==> config.mk <==
export PLATFORM = sky130hd
export DESIGN_NAME = mmio_uart_tx
export DESIGN_NICKNAME = d
export VERILOG_FILES = /design/src/rtl/mmio_uart_pkg.sv /design/src/rtl/sync_fifo.sv /design/src/rtl/mmio_uart_tx.sv
export SDC_FILE = /design/constraint.sdc
export NUM_CORES = 1
export LEC_CHECK = 0
export ABC_AREA = 0
export CAP_MARGIN = 20
export CORE_MARGIN = 1
export CORE_UTILIZATION = 35
export CTS_CLUSTER_DIAMETER = 60
export CTS_CLUSTER_SIZE = 14
export DETAILED_ROUTE_END_ITERATION = 7
export PLACE_DENSITY = 0.7
export SLEW_MARGIN = 20
export SYNTH_ARGS = -nofsm -noshare
export SYNTH_HDL_FRONTEND = slang
export SYNTH_SLANG_ARGS = --single-unit
==> constraint.sdc <==
create_clock -name clk_in -period 3.4 [get_ports clk_in]
set_input_delay 0.51 -clock clk_in [delete_from_list [all_inputs] [get_ports clk_in]]
set_output_delay 0.51 -clock clk_in [all_outputs]
set_load 0.01 [all_outputs]
==> src/rtl/mmio_uart_pkg.sv <==
// Shared definitions for the MARS memory-mapped UART transmitter:
// FSM encoding, register map and CTRL bit positions.
package mmio_uart_pkg;

   typedef enum logic [1:0] {
      IDLE  = 2'd0,
      START = 2'd1,
      DATA  = 2'd2,
      STOP  = 2'd3
   } tx_state_t;

   // Register offsets from the control register address.
   localparam logic [31:0] CTRL_OFS = 32'd0;
   localparam logic [31:0] DATA_OFS = 32'd4;

   // MARS transmitter control register address.
   localparam logic [31:0] MARS_MMIO_TX_BASE = 32'hFFFF_0008;

   // CTRL register bit positions.
   localparam int READY = 0;
   localparam int IE    = 1;
   localparam int OVR   = 2;

endpackage

==> src/rtl/sync_fifo.sv <==
// Small synchronous FIFO with a combinational head output.
// A push while full is dropped even if a pop happens on the same edge.
// DEPTH must be a power of 2 and at least 2.
module sync_fifo #(
   parameter int WIDTH = 8,
   parameter int DEPTH = 4
) (
   input  logic                       clk_in,
   input  logic                       reset,
   input  logic                       push,
   input  logic                       pop,
   input  logic [WIDTH-1:0]           din,
   output logic [WIDTH-1:0]           dout,
   output logic [$clog2(DEPTH):0]     count,
   output logic                       full,
   output logic                       empty
);

   localparam int AW = $clog2(DEPTH);
   localparam logic [AW:0] FULL_CNT = (AW + 1)'(DEPTH);

   logic [WIDTH-1:0] mem [DEPTH];
   logic [AW-1:0]    wr_ptr;
   logic [AW-1:0]    rd_ptr;
   logic             do_push;
   logic             do_pop;

   assign full    = (count == FULL_CNT);
   assign empty   = (count == '0);
   assign do_push = push & ~full;
   assign do_pop  = pop & ~empty;
   assign dout    = mem[rd_ptr];

   // Pointer and occupancy bookkeeping; pointers wrap naturally.
   always_ff @(posedge clk_in) begin
      // NOTE: sequential state uses non-blocking assignments so every register samples pre-edge values.
      if (reset) begin
         wr_ptr <= '0;
         rd_ptr <= '0;
         count  <= '0;
      end else begin
         if (do_push) wr_ptr <= wr_ptr + 1'b1;
         if (do_pop)  rd_ptr <= rd_ptr + 1'b1;
         case ({do_push, do_pop})
            2'b10:   count <= count + 1'b1;
            2'b01:   count <= count - 1'b1;
            default: count <= count;
         endcase
      end
   end

   // Storage array write port.
   always_ff @(posedge clk_in) begin
      // NOTE: storage is not reset; empty/count guard against reading stale entries.
      if (do_push) mem[wr_ptr] <= din;
   end

endmodule

==> src/rtl/mmio_uart_tx.sv <==
// MARS memory-mapped UART transmitter: CTRL/DATA registers on the CPU
// data bus, a byte FIFO, and an 8N1 serializer driving a registered tx.
module mmio_uart_tx #(
   parameter int          CLK_DIV    = 100,
   parameter int          FIFO_DEPTH = 4,
   parameter logic [31:0] ADDR_BASE  = mmio_uart_pkg::MARS_MMIO_TX_BASE
) (
   input  logic        clk_in,
   input  logic        reset,
   input  logic        ram_ena,
   input  logic [31:0] ram_addr,
   input  logic [31:0] ram_wdata,
   output logic [31:0] ram_rdata,
   output logic        sel,
   output logic        tx,
   output logic        busy,
   output logic        tx_irq
);
   import mmio_uart_pkg::*;

   localparam int             BW       = $clog2(CLK_DIV);
   localparam logic [BW-1:0]  BIT_LAST = BW'(CLK_DIV - 1);
   localparam int             CW       = $clog2(FIFO_DEPTH) + 1;
   localparam logic [CW-1:0]  FULL_CNT = CW'(FIFO_DEPTH);

   // Register interface.
   logic [31:0]   reg_ofs;
   logic          wr_ctrl;
   logic          wr_data;
   logic          ready;
   logic          ie;
   logic          ovr;
   logic [7:0]    last_byte;

   // FIFO interface.
   logic          fifo_push;
   logic          fifo_pop;
   logic [7:0]    fifo_dout;
   logic [CW-1:0] fifo_count;
   logic          fifo_full;
   logic          fifo_empty;

   // Serializer state.
   tx_state_t     state, state_n;
   logic [BW-1:0] bcnt, bcnt_n;
   logic [2:0]    bitidx, bitidx_n;
   logic [7:0]    shreg, shreg_n;
   logic          tx_d;
   logic          bit_end;

   // Byte lanes and sub-word address bits the register map ignores.
   logic          unused_bits;
   assign unused_bits = ^{ram_addr[1:0], ram_wdata[31:8]};

   assign sel       = (ram_addr[31:3] == ADDR_BASE[31:3]);
   assign reg_ofs   = {29'b0, ram_addr[2], 2'b00};
   assign wr_ctrl   = sel & ram_ena & (reg_ofs == CTRL_OFS);
   assign wr_data   = sel & ram_ena & (reg_ofs == DATA_OFS);
   assign ready     = (fifo_count < FULL_CNT);
   assign fifo_push = wr_data & ~fifo_full;
   assign bit_end   = (bcnt == BIT_LAST);

   sync_fifo #(
      .WIDTH (8),
      .DEPTH (FIFO_DEPTH)
   ) u_fifo (
      .clk_in (clk_in),
      .reset  (reset),
      .push   (fifo_push),
      .pop    (fifo_pop),
      .din    (ram_wdata[7:0]),
      .dout   (fifo_dout),
      .count  (fifo_count),
      .full   (fifo_full),
      .empty  (fifo_empty)
   );

   // CPU-visible control/status state: interrupt enable, overrun flag, last byte.
   always_ff @(posedge clk_in) begin
      if (reset) begin
         ie        <= 1'b0;
         ovr       <= 1'b0;
         last_byte <= 8'h00;
      end else begin
         if (wr_ctrl) begin
            ie <= ram_wdata[IE];
            if (ram_wdata[OVR]) ovr <= 1'b0;
         end
         if (wr_data) begin
            if (fifo_full) ovr       <= 1'b1;
            else           last_byte <= ram_wdata[7:0];
         end
      end
   end

   // Read mux; side-effect free and zero when the block is not addressed.
   always_comb begin
      // NOTE: defaults first so no path leaves a combinational output unassigned (no latch).
      ram_rdata = 32'h0;
      if (sel) begin
         if (reg_ofs == DATA_OFS) begin
            ram_rdata = {24'h0, last_byte};
         end else begin
            ram_rdata[READY] = ready;
            ram_rdata[IE]    = ie;
            ram_rdata[OVR]   = ovr;
         end
      end
   end

   // Serializer state register, including the registered tx line.
   always_ff @(posedge clk_in) begin
      if (reset) begin
         state  <= IDLE;
         bcnt   <= '0;
         bitidx <= '0;
         shreg  <= 8'h00;
         tx     <= 1'b1;
      end else begin
         state  <= state_n;
         bcnt   <= bcnt_n;
         bitidx <= bitidx_n;
         shreg  <= shreg_n;
         tx     <= tx_d;
      end
   end

   // Next-state logic: bit timing, shifting, and FIFO pops at frame boundaries.
   always_comb begin
      state_n  = state;
      bcnt_n   = bcnt;
      bitidx_n = bitidx;
      shreg_n  = shreg;
      fifo_pop = 1'b0;
      case (state)
         IDLE: begin
            if (!fifo_empty) begin
               fifo_pop = 1'b1;
               shreg_n  = fifo_dout;
               bcnt_n   = '0;
               state_n  = START;
            end
         end
         START: begin
            if (bit_end) begin
               bcnt_n   = '0;
               bitidx_n = 3'd0;
               state_n  = DATA;
            end else begin
               bcnt_n = bcnt + 1'b1;
            end
         end
         DATA: begin
            if (bit_end) begin
               bcnt_n   = '0;
               shreg_n  = {1'b0, shreg[7:1]};
               bitidx_n = bitidx + 3'd1;
               if (bitidx == 3'd7) state_n = STOP;
            end else begin
               bcnt_n = bcnt + 1'b1;
            end
         end
         STOP: begin
            if (bit_end) begin
               bcnt_n = '0;
               // Chain straight into the next start bit when more data is queued.
               if (!fifo_empty) begin
                  fifo_pop = 1'b1;
                  shreg_n  = fifo_dout;
                  state_n  = START;
               end else begin
                  state_n = IDLE;
               end
            end else begin
               bcnt_n = bcnt + 1'b1;
            end
         end
         default: state_n = IDLE;
      endcase
   end

   // Outputs: line level for the upcoming state, status and interrupt.
   always_comb begin
      case (state_n)
         START:   tx_d = 1'b0;
         DATA:    tx_d = shreg_n[0];
         default: tx_d = 1'b1;
      endcase
      busy   = (state != IDLE) | ~fifo_empty;
      tx_irq = ie & ready;
   end

endmodule

# --- Yosys cells after proc, flatten, opt, wreduce, memory -nomap -nowiden ---
# Memory sizes are Yosys's and may differ from the RTL's. A register that Yosys moved wholly into a read port is not among the register bits.
# Cells that the tools add are included.
totals:
  ff_bits: 38
  mem_bits_rw: 32
  elab_cells: 89
  mem_count: 1
classes:
  add_sub_neg: 6
  order_cmp: 1
  n_eq_ne: 15
  muxes: 33
  n_bitwise: 10
  reduce_logical: 11
mem_list:
  columns: ["memory", "depth", "width", "rd", "rd_clocked_by_memory_dff", "wr", "line", "source"]
  rows:
  - ["u_fifo.mem", 4, 8, 1, 1, 1, "sync_fifo.sv:22", "logic [WIDTH-1:0] mem [DEPTH];"]
ops:
  columns: ["operator", "count"]
  rows:
  - ["32-bit zero test", 1]
  - ["8-bit two-way mux", 4]
  - ["29-bit == test (second input constant)", 1]
  - ["8-bit case mux with 3 select lines", 1]
  - ["2-bit two-way mux", 7]
  - ["7-bit two-way mux", 2]
  - ["7-bit case mux with 2 select lines", 1]
  - ["3-bit case mux with 2 select lines", 2]
  - ["1-bit two-way mux", 9]
  - ["3-bit two-way mux", 3]
  - ["2-bit == test (second input constant)", 4]
  - ["2-bit inequality test (second input constant)", 4]
  - ["2-bit case mux with 4 select lines", 1]
  - ["7-bit by 1-bit adder with 7-bit output (second input constant)", 1]
  - ["1-bit bitwise AND", 7]
  - ["7-bit == test (second input constant)", 1]
  - ["3-bit by 1-bit adder with 3-bit output (second input constant)", 2]
  - ["2-bit by 1-bit == test with 1-bit output (second input constant)", 3]
  - ["3-bit == test (second input constant)", 2]
  - ["3-bit AND reduction", 2]
  - ["2-bit nonzero test", 3]
  - ["5-bit two-way mux", 1]
  - ["2-bit by 1-bit adder with 2-bit output (second input constant)", 2]
  - ["1-bit case mux with 2 select lines", 2]
  - ["other kinds (9)", 10]

# --- Longest topological paths before layout ---
# Gate-level depths: netlist of run 1.
logic_depth:
  depth_word: 7
  mapped_depth: 11
  ltp_nobuf: 10

# --- Modules after synthesis ---
# Synthesis of run 1 repeated with hierarchy kept, for this count alone.
unflattened:
  cells_unflattened: 325
  hier_area_um2: 3592.2
modules_own_cells:
  columns: ["mod", "instances", "cells_each", "area_per_inst_um2"]
  rows:
  - ["mmio_uart_tx", 1, 229, 1961.9]
  - ["sync_fifo", 1, 96, 1630.3]

# --- Least setup slack after synthesis of run 1 ---
# Ideal clock, no wire load.
synth_timing:
  path_kind: "input to register"
  from: "in ram_addr[12]"
  to: "reg u_fifo.count[2]"
  arrival_ns: 2.600
  required_ns: 3.330
  setup_slack_ns: 0.730
  path_stages: 10
  n_path_buf: 1
  cell_sequence: "or4_4 nor4_4 nand4_2 buf_6 ha_1 inv_1 fa_1 xor2_1 or3_1 a21oi_1"
synth_via:
  elab_chain_len: 7
  elab_cells_between_ends: 9
synth_lines:
  columns: ["element", "line", "source"]
  rows:
  - ["start: declaration", "mmio_uart_tx.sv:11", "input logic [31:0] ram_addr,"]
  - ["29-bit == test *", "mmio_uart_tx.sv:55", "assign sel = (ram_addr[31:3] == ADDR_BASE[31:3]);"]
  - ["1-bit bitwise AND * (2 in a row)", "mmio_uart_tx.sv:58", "assign wr_data = sel & ram_ena & (reg_ofs == DATA_OFS);"]
  - ["1-bit bitwise AND *", "mmio_uart_tx.sv:60", "assign fifo_push = wr_data & ~fifo_full;"]
  - ["1-bit bitwise AND *", "sync_fifo.sv:30", "assign do_push = push & ~full;"]
  - ["2-bit by 1-bit == test with 1-bit output or 2-bit == test (tied branches)", "sync_fifo.sv:44", "case ({do_push, do_pop})"]
  - ["3-bit case mux with 2 select lines or 2-bit nonzero test (tied branches)", null, null]
  - ["end signal: assignment", "sync_fifo.sv:45", "2'b10: count <= count + 1'b1;"]
  - ["end signal: assignment", "sync_fifo.sv:46", "2'b01: count <= count - 1'b1;"]
  - ["end signal: assignment", "sync_fifo.sv:47", "default: count <= count;"]
  - ["end: declaration", "sync_fifo.sv:14", "output logic [$clog2(DEPTH):0] count,"]
# Mark *: on every way between the ends. The rest lies on a longest branch, timed or not.
# A chain may end at the register's enable or synchronous reset.

# --- Worst setup path after layout of run 1 ---
layout_timing:
  from: "in ram_addr[12]"
  to: "out ram_rdata[6]"
layout_via:
  elab_chain_len: 2
layout_lines:
  columns: ["element", "line", "source"]
  rows:
  - ["29-bit == test", "mmio_uart_tx.sv:55", null]
  - ["8-bit two-way mux", "mmio_uart_tx.sv:100", "if (sel) begin"]
  - ["end: declaration", "mmio_uart_tx.sv:13", "output logic [31:0] ram_rdata,"]
# Every way passes these cells.

==> results of run 1 <==
==> synthesized netlist by cell type, types with 2 or more instances <==
cell | n | area, µm²
sky130_fd_sc_hd__a21boi_1 | 2 | 15.0
sky130_fd_sc_hd__a21oi_1 | 10 | 50.1
sky130_fd_sc_hd__a22o_1 | 6 | 52.6
sky130_fd_sc_hd__a22oi_1 | 2 | 15.0
sky130_fd_sc_hd__a31oi_1 | 4 | 25.0
sky130_fd_sc_hd__and3_1 | 11 | 68.8
sky130_fd_sc_hd__buf_1 | 2 | 7.51
sky130_fd_sc_hd__buf_2 | 3 | 15.0
sky130_fd_sc_hd__buf_4 | 24 | 180
sky130_fd_sc_hd__clkbuf_1 | 8 | 30.0
sky130_fd_sc_hd__dfxtp_1 | 40 | 801
sky130_fd_sc_hd__edfxtp_1 | 32 | 961
sky130_fd_sc_hd__ha_1 | 13 | 163
sky130_fd_sc_hd__inv_1 | 9 | 33.8
sky130_fd_sc_hd__mux2i_1 | 18 | 180
sky130_fd_sc_hd__mux4_2 | 8 | 180
sky130_fd_sc_hd__nand2_1 | 14 | 52.6
sky130_fd_sc_hd__nand3_1 | 3 | 15.0
sky130_fd_sc_hd__nand4_1 | 7 | 43.8
sky130_fd_sc_hd__nor2_1 | 39 | 146
sky130_fd_sc_hd__nor2b_1 | 4 | 25.0
sky130_fd_sc_hd__nor3_1 | 5 | 25.0
sky130_fd_sc_hd__nor3_2 | 2 | 20.0
sky130_fd_sc_hd__nor4_4 | 2 | 42.5
sky130_fd_sc_hd__o21ai_0 | 2 | 10.0
sky130_fd_sc_hd__o21ai_1 | 12 | 60.1
sky130_fd_sc_hd__o31ai_1 | 2 | 15.0
sky130_fd_sc_hd__or3_1 | 3 | 18.8
sky130_fd_sc_hd__or4b_1 | 3 | 30.0
sky130_fd_sc_hd__xnor2_1 | 6 | 52.6
sky130_fd_sc_hd__xor2_1 | 5 | 43.8
==> worst register-to-register path: stages, from the launching register on <==
cell and delay [ns]:
sky130_fd_sc_hd__dfxtp_1 0.39, sky130_fd_sc_hd__ha_1 0.23, sky130_fd_sc_hd__and2_1 0.27, sky130_fd_sc_hd__a31oi_1 0.16, sky130_fd_sc_hd__nor3_2 0.22, sky130_fd_sc_hd__ha_1 0.23, sky130_fd_sc_hd__inv_1 0.06, sky130_fd_sc_hd__fa_1 0.37
sky130_fd_sc_hd__xor2_1 0.15, sky130_fd_sc_hd__or3_1 0.31, sky130_fd_sc_hd__a21oi_1 0.14
==> layout make-up <==
type	count	share of cell area
clock buffers	9	0.0286
clock inverters	7	0.0127
inverters	10	0.00866
multi-input cells	226	0.378
flip-flops and latches	72	0.406
well taps	133	0.0384
repair buffers	56	0.127
==> cell families (layout without fill, tap and decap cells) <==
| kind of cell | after synthesis | count (layout) | share of synthesized area |
|---|---|---|---|
| and+or+nand+nor | 105 | 105 | 0.170 |
| DFF | 72 | 72 | 0.490 |
| buffers and inverters | 48 | 82 | 0.0783 |
| AOI/OAI and AO/OA | 46 | 46 | 0.0828 |
| muxes | 26 | 26 | 0.100 |
| adders and majority gates | 14 | 14 | 0.0508 |
| xor gates and xnor gates | 11 | 11 | 0.0268 |
| other | 1 | 24 | 0.00104 |
==> state kept, by name, summed over array words and instances, names as in the netlist, 2 cells and up, named ones only <==
signal	cells
u_fifo.mem	32
last_byte	8
shreg	8
bcnt	7
bitidx	3
u_fifo.count	3
state	2
u_fifo.rd_ptr	2
u_fifo.wr_ptr	2
==> routing by layer <==
metal / GRT usage / up-vias / wire length [µm]
met2: 0.229 / 91 / 3200
li1: - / 1229 / -
met1: 0.170 / 1206 / 3000
met5: 0 / - / 0
met4: 0.0423 / 0 / 86
met3: 0.0464 / 10 / 380
==> power groups by stage <==
stage               registers (µW)  logic [µW]  clock network, µW
floorplan                      933         111                  0
global placement               933         169                  0
detailed placement             933         173                  0
CTS                            913         173                628
global route                   915         193                665
finish                         913         173                611
==> worst max-delay path by stage <==
stage / startpoint / endpoint / slack, ns / cells after the start
final: ram_addr[12] / ram_rdata[6] / 0.15 / 7
after global routing: ram_addr[12] / ram_rdata[6] / 0.06 / 7
after floorplan: ram_addr[12] / u_fifo.count[2] / 0.73 / 10
after detailed placement: ram_addr[12] / ram_rdata[6] / 0.14 / 7
after global placement: ram_addr[12] / ram_rdata[6] / 0.15 / 7
after CTS: ram_addr[12] / ram_rdata[6] / 0.13 / 7
==> per-stage QoR <==
step | instances | utilization | hold WS [ns] | setup slack [ns] | area (µm²)
after detailed placement | 497 | 0.421 | 0.470 | 0.141 | 4160
final | 513 | 0.439 | 0.484 | 0.151 | 4340
after CTS | 513 | 0.439 | 0.484 | 0.129 | 4340
after floorplan | 346 | - | 0.444 | 0.730 | 3680
after global placement | 497 | 0.421 | 0.460 | 0.148 | 4160
after global routing | 513 | 0.439 | 0.508 | 0.0606 | 4340
==> flow_metrics.tcl, run 1 <==
set metrics [dict create \
    grt_use_total 0.138 \
    cts_buffers 9 \
    total_leakage_power_uw 0.00161 \
    first_pass_grt_wire_length_mm 11.3 \
    grt_antenna_before_repair 0 \
    post_cts_resize_count 0 \
    cts.root.buffer_cell "sky130_fd_sc_hd__clkbuf_8" \
    area_delta_synth_final_pct 20.5 \
    report.final.setup_viol 0 \
    drt_drc_violations_left 0 \
    cp-start-kind "input pin" \
    routedWlPerCell_um 13.0 \
    boundary_pin_count 103 \
    area_of_combinational_cells_with_multiple_inputs_um2 1640 \
    clock_latency_at_the_later_pin_of_the_worst_skew_pair_ns 0.35 \
    clock-sinks 72 \
    switchingPower_uw 440 \
    floorplan.core_area_um2 9860 \
    number_of_cells_produced_by_synthesis 323 \
    final_max_slew_viol_count 0 \
    p_seq_frac 0.538 \
    finClkSkew_ns 0.0110 \
    cts.hold.buffers_added 0 \
    pin_count_of_the_biggest_net_entering_global_routing 30 \
    insertedDiodeCount 0 \
    reg2regPathDepth 10 \
    syn_area_per_cell_um2 11.1 \
    timing.max_cap.violations 0 \
    crit_buf_inv 3 \
    timing.slew.headroom 0.530 \
    ant_nets 0 \
    cts_post_setup_buffers_inserted 0 \
    fill_cells 935 \
    p_int_uw 1260 \
    critical-path-top-cell-by-count "sky130_fd_sc_hd__clkdlybuf4s50_1" \
    finalWeightedCongestion 0.815 \
    synth_edf_count 32 \
    dr.pass1.iters 4 \
    layout_min_cycle_time_ns 3.25 \
    die_h_um 103 \
    reg2reg_from "bcnt[0]" \
    synth.yosys.seq_area_share 0.490 \
    async_reset_ff_frac 0 \
    layout.cells.most_common "sky130_fd_sc_hd__clkdlybuf4s50_1" \
    critPathMaxStageDelay_ns 0.54 \
    wl_mm 6.67 \
    r2r_end "u_fifo.count[2]" \
    run_status "finished clean" \
    holdCritPathClass "reg -> reg" \
    design.final.nets 456 \
    synth.distinct_cells 53 \
    worstHoldStart "ovr" \
    floorplan.die_area_um2 10700 \
    initial_standard_cell_utilization_of_the_core 0.365 \
    min_delay_path_depth 2 \
    share_comb_of_total_power 0.102 \
    path_clk_slew_ns 0.08 \
    vias 2536 \
    prevailing_post_synth_register_cell "sky130_fd_sc_hd__dfxtp_1" \
    synth_seq_cells 72 \
    grt_remaining_overflow 0 \
    place.port_buffers 52 \
    detailedPlacementHpwl_mm 4.87 \
    cts-htree-levels 3 \
    area.sequential_um2 1760 \
    first_global_vias 2446 \
    clock_power_share 0.360 \
    cp_cell_sequence "clkdlybuf4s50_1 -> or4_4 -> nor4_4 -> nand2_2 -> inv_2 -> and3_1 -> clkdlybuf4s50_1" \
    ir_worst_vdd_mv 0.231 \
    critical-path-slowest-cell "sky130_fd_sc_hd__or4_4" \
    vias_per_cell 4.94 \
    register_to_register_setup_slack_ns 0.80 \
    grt_setup_unrepaired "false" \
    core.rowCount 36 \
    whs_endpoint "ovr" \
    finalCritPeriodShare 0.956 \
    yosys_warnings 0 \
    synth.cell_area_um2 3600 \
    cpLargestDelayFamily "simple AND/OR/NAND/NOR gates" \
    powerDensity_nw_per_um2 392 \
    fin_setup_tns_ns 0 \
    sw_frac_of_total 0.259 \
    report.power.total_uw 1700 \
    leading_cell_types_in_the_layout_fill_and_taps_excluded "52 x sky130_fd_sc_hd__clkdlybuf4s50_1, 40 x sky130_fd_sc_hd__dfxtp_1, 39 x sky130_fd_sc_hd__nor2_1" \
    max_slew.worst_pin.slew_ns 0.700 \
    timing_hold_violations_final 0 \
    die_w_um 103 \
    drive_above_1_share 0.105 \
    maximum_fanout_along_the_worst_path 8 \
    initialDrtViolationCount 94 \
    worst_setup_path_end_kind "primary output" \
    required_ns 2.89 \
    clockBufferDepth 2 \
    cp.arrival_ns 2.74 \
    setup.worst_path.class "in -> out" \
    clock.fmax_ghz 0.308 \
    tritoncts "done" \
]
Power figures use the tool's default switching activity.
==> run 2: changes to the inputs <==
--- a/config.mk
+++ b/config.mk
@@ -8,11 +8,11 @@
 export ABC_AREA = 0
 export CAP_MARGIN = 20
 export CORE_MARGIN = 1
-export CORE_UTILIZATION = 35
+export CORE_UTILIZATION = 48
 export CTS_CLUSTER_DIAMETER = 60
 export CTS_CLUSTER_SIZE = 14
 export DETAILED_ROUTE_END_ITERATION = 7
-export PLACE_DENSITY = 0.7
+export PLACE_DENSITY = 0.89
 export SLEW_MARGIN = 20
 export SYNTH_ARGS = -nofsm -noshare
 export SYNTH_HDL_FRONTEND = slang
==> run 2 against run 1 <==
  * Core utilization up 16 points
  * Register-to-register slack worse by 0.10 ns
  * Sequential share of layout area rose by 0.13 points
  * Global-route usage is 5.5 points higher
  * Non-clock buffer count unchanged
  * Count of clock-buffer cells in the layout is the same
  * Via count up 0.43%
  * Total power rose by 5.2%
  * Largest power group unchanged
  * Highest routed layer unchanged
==> flow_metrics.tcl, run 2 (synthesized netlist as in run 1, its figures left out) <==
set metrics [dict create \
    insertedDiodeCount 0 \
    report.power.total_uw 1790 \
    post_cts_resize_count 0 \
    grt_antenna_before_repair 0 \
    fill_cells 577 \
    critical-path-slowest-cell "sky130_fd_sc_hd__or4_4" \
    design.final.nets 456 \
    layout.cells.non_filler 479 \
    top_register "u_fifo.mem" \
    place.port_buffers 52 \
    wl_mm 6.74 \
    cts-htree-levels 3 \
    cts.hold.buffers_added 0 \
    cp_cell_sequence "clkdlybuf4s50_1 -> or4_4 -> nor4_4 -> nand2_2 -> inv_2 -> and3_1 -> clkdlybuf4s50_1" \
    critical-path-top-cell-by-count "sky130_fd_sc_hd__clkdlybuf4s50_1" \
    total_leakage_power_uw 0.00163 \
    grt_setup_unrepaired "false" \
    crit_buf_inv 3 \
    routedWlPerCell_um 14.1 \
    grt_use_total 0.193 \
    cts.root.buffer_cell "sky130_fd_sc_hd__clkbuf_8" \
    tritoncts "done" \
    finalCritPeriodShare 0.956 \
    timing.max_cap.violations 0 \
    first_pass_grt_wire_length_mm 11.4 \
    drive_above_1_share 0.105 \
    finClkSkew_ns 0.00939 \
    die_h_um 88.6 \
    clock_latency_at_the_later_pin_of_the_worst_skew_pair_ns 0.35 \
    report.final.setup_viol 0 \
    die_w_um 88.6 \
    initialDrtViolationCount 116 \
    powerDensity_nw_per_um2 413 \
    layout.cells.most_common "sky130_fd_sc_hd__clkdlybuf4s50_1" \
    setup.worst_path.class "in -> out" \
    layout_min_cycle_time_ns 3.25 \
    max_slew.worst_pin.slew_ns 0.669 \
    core.rowCount 31 \
    leading_cell_types_in_the_layout_fill_and_taps_excluded "52 x sky130_fd_sc_hd__clkdlybuf4s50_1, 40 x sky130_fd_sc_hd__dfxtp_1, 39 x sky130_fd_sc_hd__nor2_1" \
    required_ns 2.89 \
    clock.fmax_ghz 0.308 \
    ant_nets 0 \
    ir_worst_vdd_mv 0.225 \
    initial_standard_cell_utilization_of_the_core 0.496 \
    final_max_slew_viol_count 0 \
    run_status "finished clean" \
    detailedPlacementHpwl_mm 4.82 \
    clockBufferDepth 2 \
    register_to_register_setup_slack_ns 0.70 \
    cp.arrival_ns 2.74 \
    cts_post_setup_buffers_inserted 0 \
    cts_buffers 9 \
    area_delta_synth_final_pct 20.1 \
    timing.slew.headroom 0.551 \
    grt_remaining_overflow 0 \
    pin_count_of_the_biggest_net_entering_global_routing 31 \
    largest_reg_flops 32 \
    floorplan.core_area_um2 7250 \
    cpLargestDelayFamily "simple AND/OR/NAND/NOR gates" \
    finalWeightedCongestion 0.836 \
    boundary_pin_count 103 \
    critPathMaxStageDelay_ns 0.54 \
    vias_per_cell 5.32 \
    floorplan.die_area_um2 7840 \
    placed_cells_incl_taps 463 \
    cp-start-kind "input pin" \
    first_global_vias 2503 \
    dr.pass1.iters 4 \
    worst_setup_path_end_kind "primary output" \
    path_clk_slew_ns 0.07 \
    drt_drc_violations_left 0 \
    holdCritPathClass "reg -> reg" \
    maximum_fanout_along_the_worst_path 8 \
    timing_hold_violations_final 0 \
    vias 2547 \
    clock-sinks 72 \
    final_core_util 0.596 \
    fin_setup_tns_ns 0 \
    reg.largest.list "u_fifo.mem (32), last_byte (8), shreg (8)" \
]
==> run 2: cell types whose count changed in the layout (fill, tap and decap cells not counted), sizes merged <==
cell,before,now
bufinv,0,1
clkinv,3,1
clkinvlp,2,1
inv,12,14
==> run 2: worst paths after layout <==
check | end | cells past startpoint | start
max reg2reg | u_fifo.count[2] | 11 | bcnt[0]
min | ovr | 2 | ovr
min reg2reg | ovr | 2 | ovr
max | ram_rdata[5] | 7 | ram_addr[12]
==> run 2: layout make-up <==
class,instances,area [µm²],share of cell area
Clock buffer,9,124,0.0287
Clock inverter,7,83.8,0.0194
Inverter,10,37.5,0.00869
Multi-Input combinational cell,226,1640,0.380
Sequential cell,72,1760,0.408
Tap cell,99,124,0.0287
Timing Repair Buffer,56,551,0.127
==> run 2: routing by layer <==
metal | share of wire | GRT usage | vias up
li1 | - | - | 1228
met1 | 0.42 | 0.236 | 1200
met2 | 0.51 | 0.321 | 115
met3 | 0.065 | 0.0606 | 4
met4 | 0.0048 | 0.0733 | 0
met5 | 0 | 0 | -
==> run 2: power by group <==
part | internal, µW | switching [µW]
clock network | 353 | 348
registers | 907 | 6.13
logic | 79.6 | 92.0
==> run 2: worst register-to-register path: stages, from the launching register on <==
cell and delay [ns]:
sky130_fd_sc_hd__dfxtp_1 0.40, sky130_fd_sc_hd__ha_1 0.23, sky130_fd_sc_hd__and2_1 0.27, sky130_fd_sc_hd__a31oi_1 0.11
sky130_fd_sc_hd__buf_4 0.19, sky130_fd_sc_hd__nor3_2 0.18, sky130_fd_sc_hd__ha_1 0.22, sky130_fd_sc_hd__inv_1 0.06
sky130_fd_sc_hd__fa_1 0.37, sky130_fd_sc_hd__xor2_1 0.16, sky130_fd_sc_hd__or3_1 0.31, sky130_fd_sc_hd__a21oi_1 0.14
==> run 2: stage by stage <==
step	hold WS, ns	setup WS [ns]	instance area, µm²
floorplan	0.444	0.730	3680
global placement	0.452	0.172	4110
detailed placement	0.468	0.150	4110
CTS	0.478	0.140	4320
global route	0.503	0.0576	4320
finish	0.483	0.149	4320
==> run 3: changes to the inputs <==
--- a/config.mk
+++ b/config.mk
@@ -12,7 +12,7 @@
 export CTS_CLUSTER_DIAMETER = 60
 export CTS_CLUSTER_SIZE = 14
 export DETAILED_ROUTE_END_ITERATION = 7
-export PLACE_DENSITY = 0.89
+export PLACE_DENSITY = 0.81
 export SLEW_MARGIN = 20
 export SYNTH_ARGS = -nofsm -noshare
 export SYNTH_HDL_FRONTEND = slang
==> run 3 against run 2 <==
  * Worst setup slack better by 0.0034 ns
  * Sequential cell count stayed put
  * Global-route usage is 0.33 points lower
  * Highest routed layer unchanged
  * Combinational power hardly changed
  * Non-clock buffer count is 1 higher
  * Largest power group unchanged
  * First-iteration DRC count is 26% higher
  * Wire length hardly changed
  * Hold slack worse by 0.0035 ns
  * Count of clock-buffer cells in the layout is 1 higher
==> flow_metrics.tcl, run 3 (synthesized netlist as in run 1, its figures left out) <==
set metrics [dict create \
    run_status "finished clean" \
    floorplan.core_area_um2 7250 \
    drt_drc_violations_left 0 \
    clock_latency_at_the_later_pin_of_the_worst_skew_pair_ns 0.34 \
    holdCritPathClass "reg -> reg" \
    drive_above_1_share 0.105 \
    clock-sinks 72 \
    path_clk_slew_ns 0.07 \
    wl_mm 6.73 \
    top_register "u_fifo.mem" \
    design.final.nets 457 \
    grt_remaining_overflow 0 \
    cp-start-kind "input pin" \
    grt_setup_unrepaired "false" \
    fin_setup_tns_ns 0 \
    floorplan.die_area_um2 7840 \
    insertedDiodeCount 0 \
    dr.pass1.iters 4 \
    finalCritPeriodShare 0.955 \
    leading_cell_types_in_the_layout_fill_and_taps_excluded "52 x sky130_fd_sc_hd__clkdlybuf4s50_1, 40 x sky130_fd_sc_hd__dfxtp_1, 39 x sky130_fd_sc_hd__nor2_1" \
    die_h_um 88.6 \
    powerDensity_nw_per_um2 405 \
    clock.fmax_ghz 0.308 \
    dpl-instance-area_um2 4120 \
    largest_reg_flops 32 \
    area_delta_synth_final_pct 20.0 \
    initial_standard_cell_utilization_of_the_core 0.496 \
    first_pass_grt_wire_length_mm 11.1 \
    layout.cells.most_common "sky130_fd_sc_hd__clkdlybuf4s50_1" \
    cp.arrival_ns 2.74 \
    routedWlPerCell_um 14.0 \
    grt_use_total 0.190 \
    finClkSkew_ns 0.00609 \
    report.final.setup_viol 0 \
    clockBufferDepth 2 \
    timing.slew.headroom 0.544 \
    total_leakage_power_uw 0.00163 \
    vias 2553 \
    first_global_vias 2469 \
    reg.largest.list "u_fifo.mem (32), last_byte (8), shreg (8)" \
    grt_antenna_before_repair 0 \
    final_max_slew_viol_count 0 \
    vias_per_cell 5.32 \
    maximum_fanout_along_the_worst_path 6 \
    place.port_buffers 52 \
    cts-htree-levels 3 \
    finalWeightedCongestion 0.805 \
    timing.max_cap.violations 0 \
    cts_post_setup_buffers_inserted 0 \
    layout_min_cycle_time_ns 3.25 \
    required_ns 2.89 \
    boundary_pin_count 103 \
    cts_buffers 9 \
    detailedPlacementHpwl_mm 4.94 \
    die_w_um 88.6 \
    core.rowCount 31 \
    ant_nets 0 \
    post_cts_resize_count 0 \
    final_area_um2 4320 \
    max_slew.worst_pin.slew_ns 0.679 \
    pin_count_of_the_biggest_net_entering_global_routing 30 \
    timing_hold_violations_final 0 \
    initialDrtViolationCount 146 \
    tritoncts "done" \
    cts.hold.buffers_added 0 \
    worst_setup_path_end_kind "primary output" \
    ir_worst_vdd_mv 0.297 \
    setup.worst_path.class "in -> out" \
    cts.root.buffer_cell "sky130_fd_sc_hd__clkbuf_8" \
]
-- run 3: changes by cell type in the layout (fill, tap and decap cells not counted) --
cell,before,now
sky130_fd_sc_hd__inv_8,1,0
sky130_fd_sc_hd__inv_6,3,1
sky130_fd_sc_hd__buf_4,4,5
sky130_fd_sc_hd__clkinv_4,1,2
sky130_fd_sc_hd__clkinv_2,0,1
sky130_fd_sc_hd__clkbuf_1,0,1
-- run 3: per-stage QoR --
stage	setup WS, ns	util	cells	hold slack, ns	power (µW)
after floorplan	0.730	-	346	0.444	1040
after global placement	0.157	0.568	464	0.459	1100
after detailed placement	0.144	0.568	464	0.471	1110
after CTS	0.130	0.595	480	0.483	1770
after global routing	0.0355	0.595	480	0.530	1830
final	0.152	0.595	480	0.479	1750
-- run 3: final timing paths --
| path | startpoint | cells after the start | endpoint | slack, ns |
|---|---|---|---|---|
| setup / recovery | ram_addr[12] | 7 | ram_rdata[5] | 0.15 |
| hold / removal | ovr | 2 | ovr | 0.48 |
| setup reg to reg | bcnt[0] | 11 | u_fifo.count[2] | 0.64 |
| hold reg to reg | ovr | 2 | ovr | 0.48 |
-- run 3: worst max-delay path, cell delays in order --
cell                              delay (ns)
sky130_fd_sc_hd__clkdlybuf4s50_1        0.40
sky130_fd_sc_hd__or4_4                  0.54
sky130_fd_sc_hd__nor4_4                 0.32
sky130_fd_sc_hd__nand2_2                0.14
sky130_fd_sc_hd__inv_2                  0.11
sky130_fd_sc_hd__and3_1                 0.16
sky130_fd_sc_hd__clkdlybuf4s50_1        0.53
-- run 3: per-layer routing --
layer / wire, µm / track usage / vias to the layer above
met1: 2830 / 0.215 / 1220
met2: 3470 / 0.340 / 97
met5: 0 / 0 / -
li1: - / - / 1231
met4: 51 / 0.0513 / 0
met3: 382 / 0.0662 / 5
-- run 3: area by class of cell --
| cell class | count | area, µm² |
|---|---|---|
| tap | 99 | 124 |
| inverter | 10 | 37.5 |
| fill | 604 | 2940 |
| sequential | 72 | 1760 |
| multi-input combinational | 226 | 1640 |
| clock inverter | 6 | 68.8 |
| timing repair buffer | 57 | 558 |
| clock buffer | 10 | 128 |
-- run 3: power by group --
part	internal [µW]	switching [µW]	total, µW
Sequential	908	5.93	913
Clock	343	318	661
Combinational	79.8	93.1	173
Total	1330	417	1750
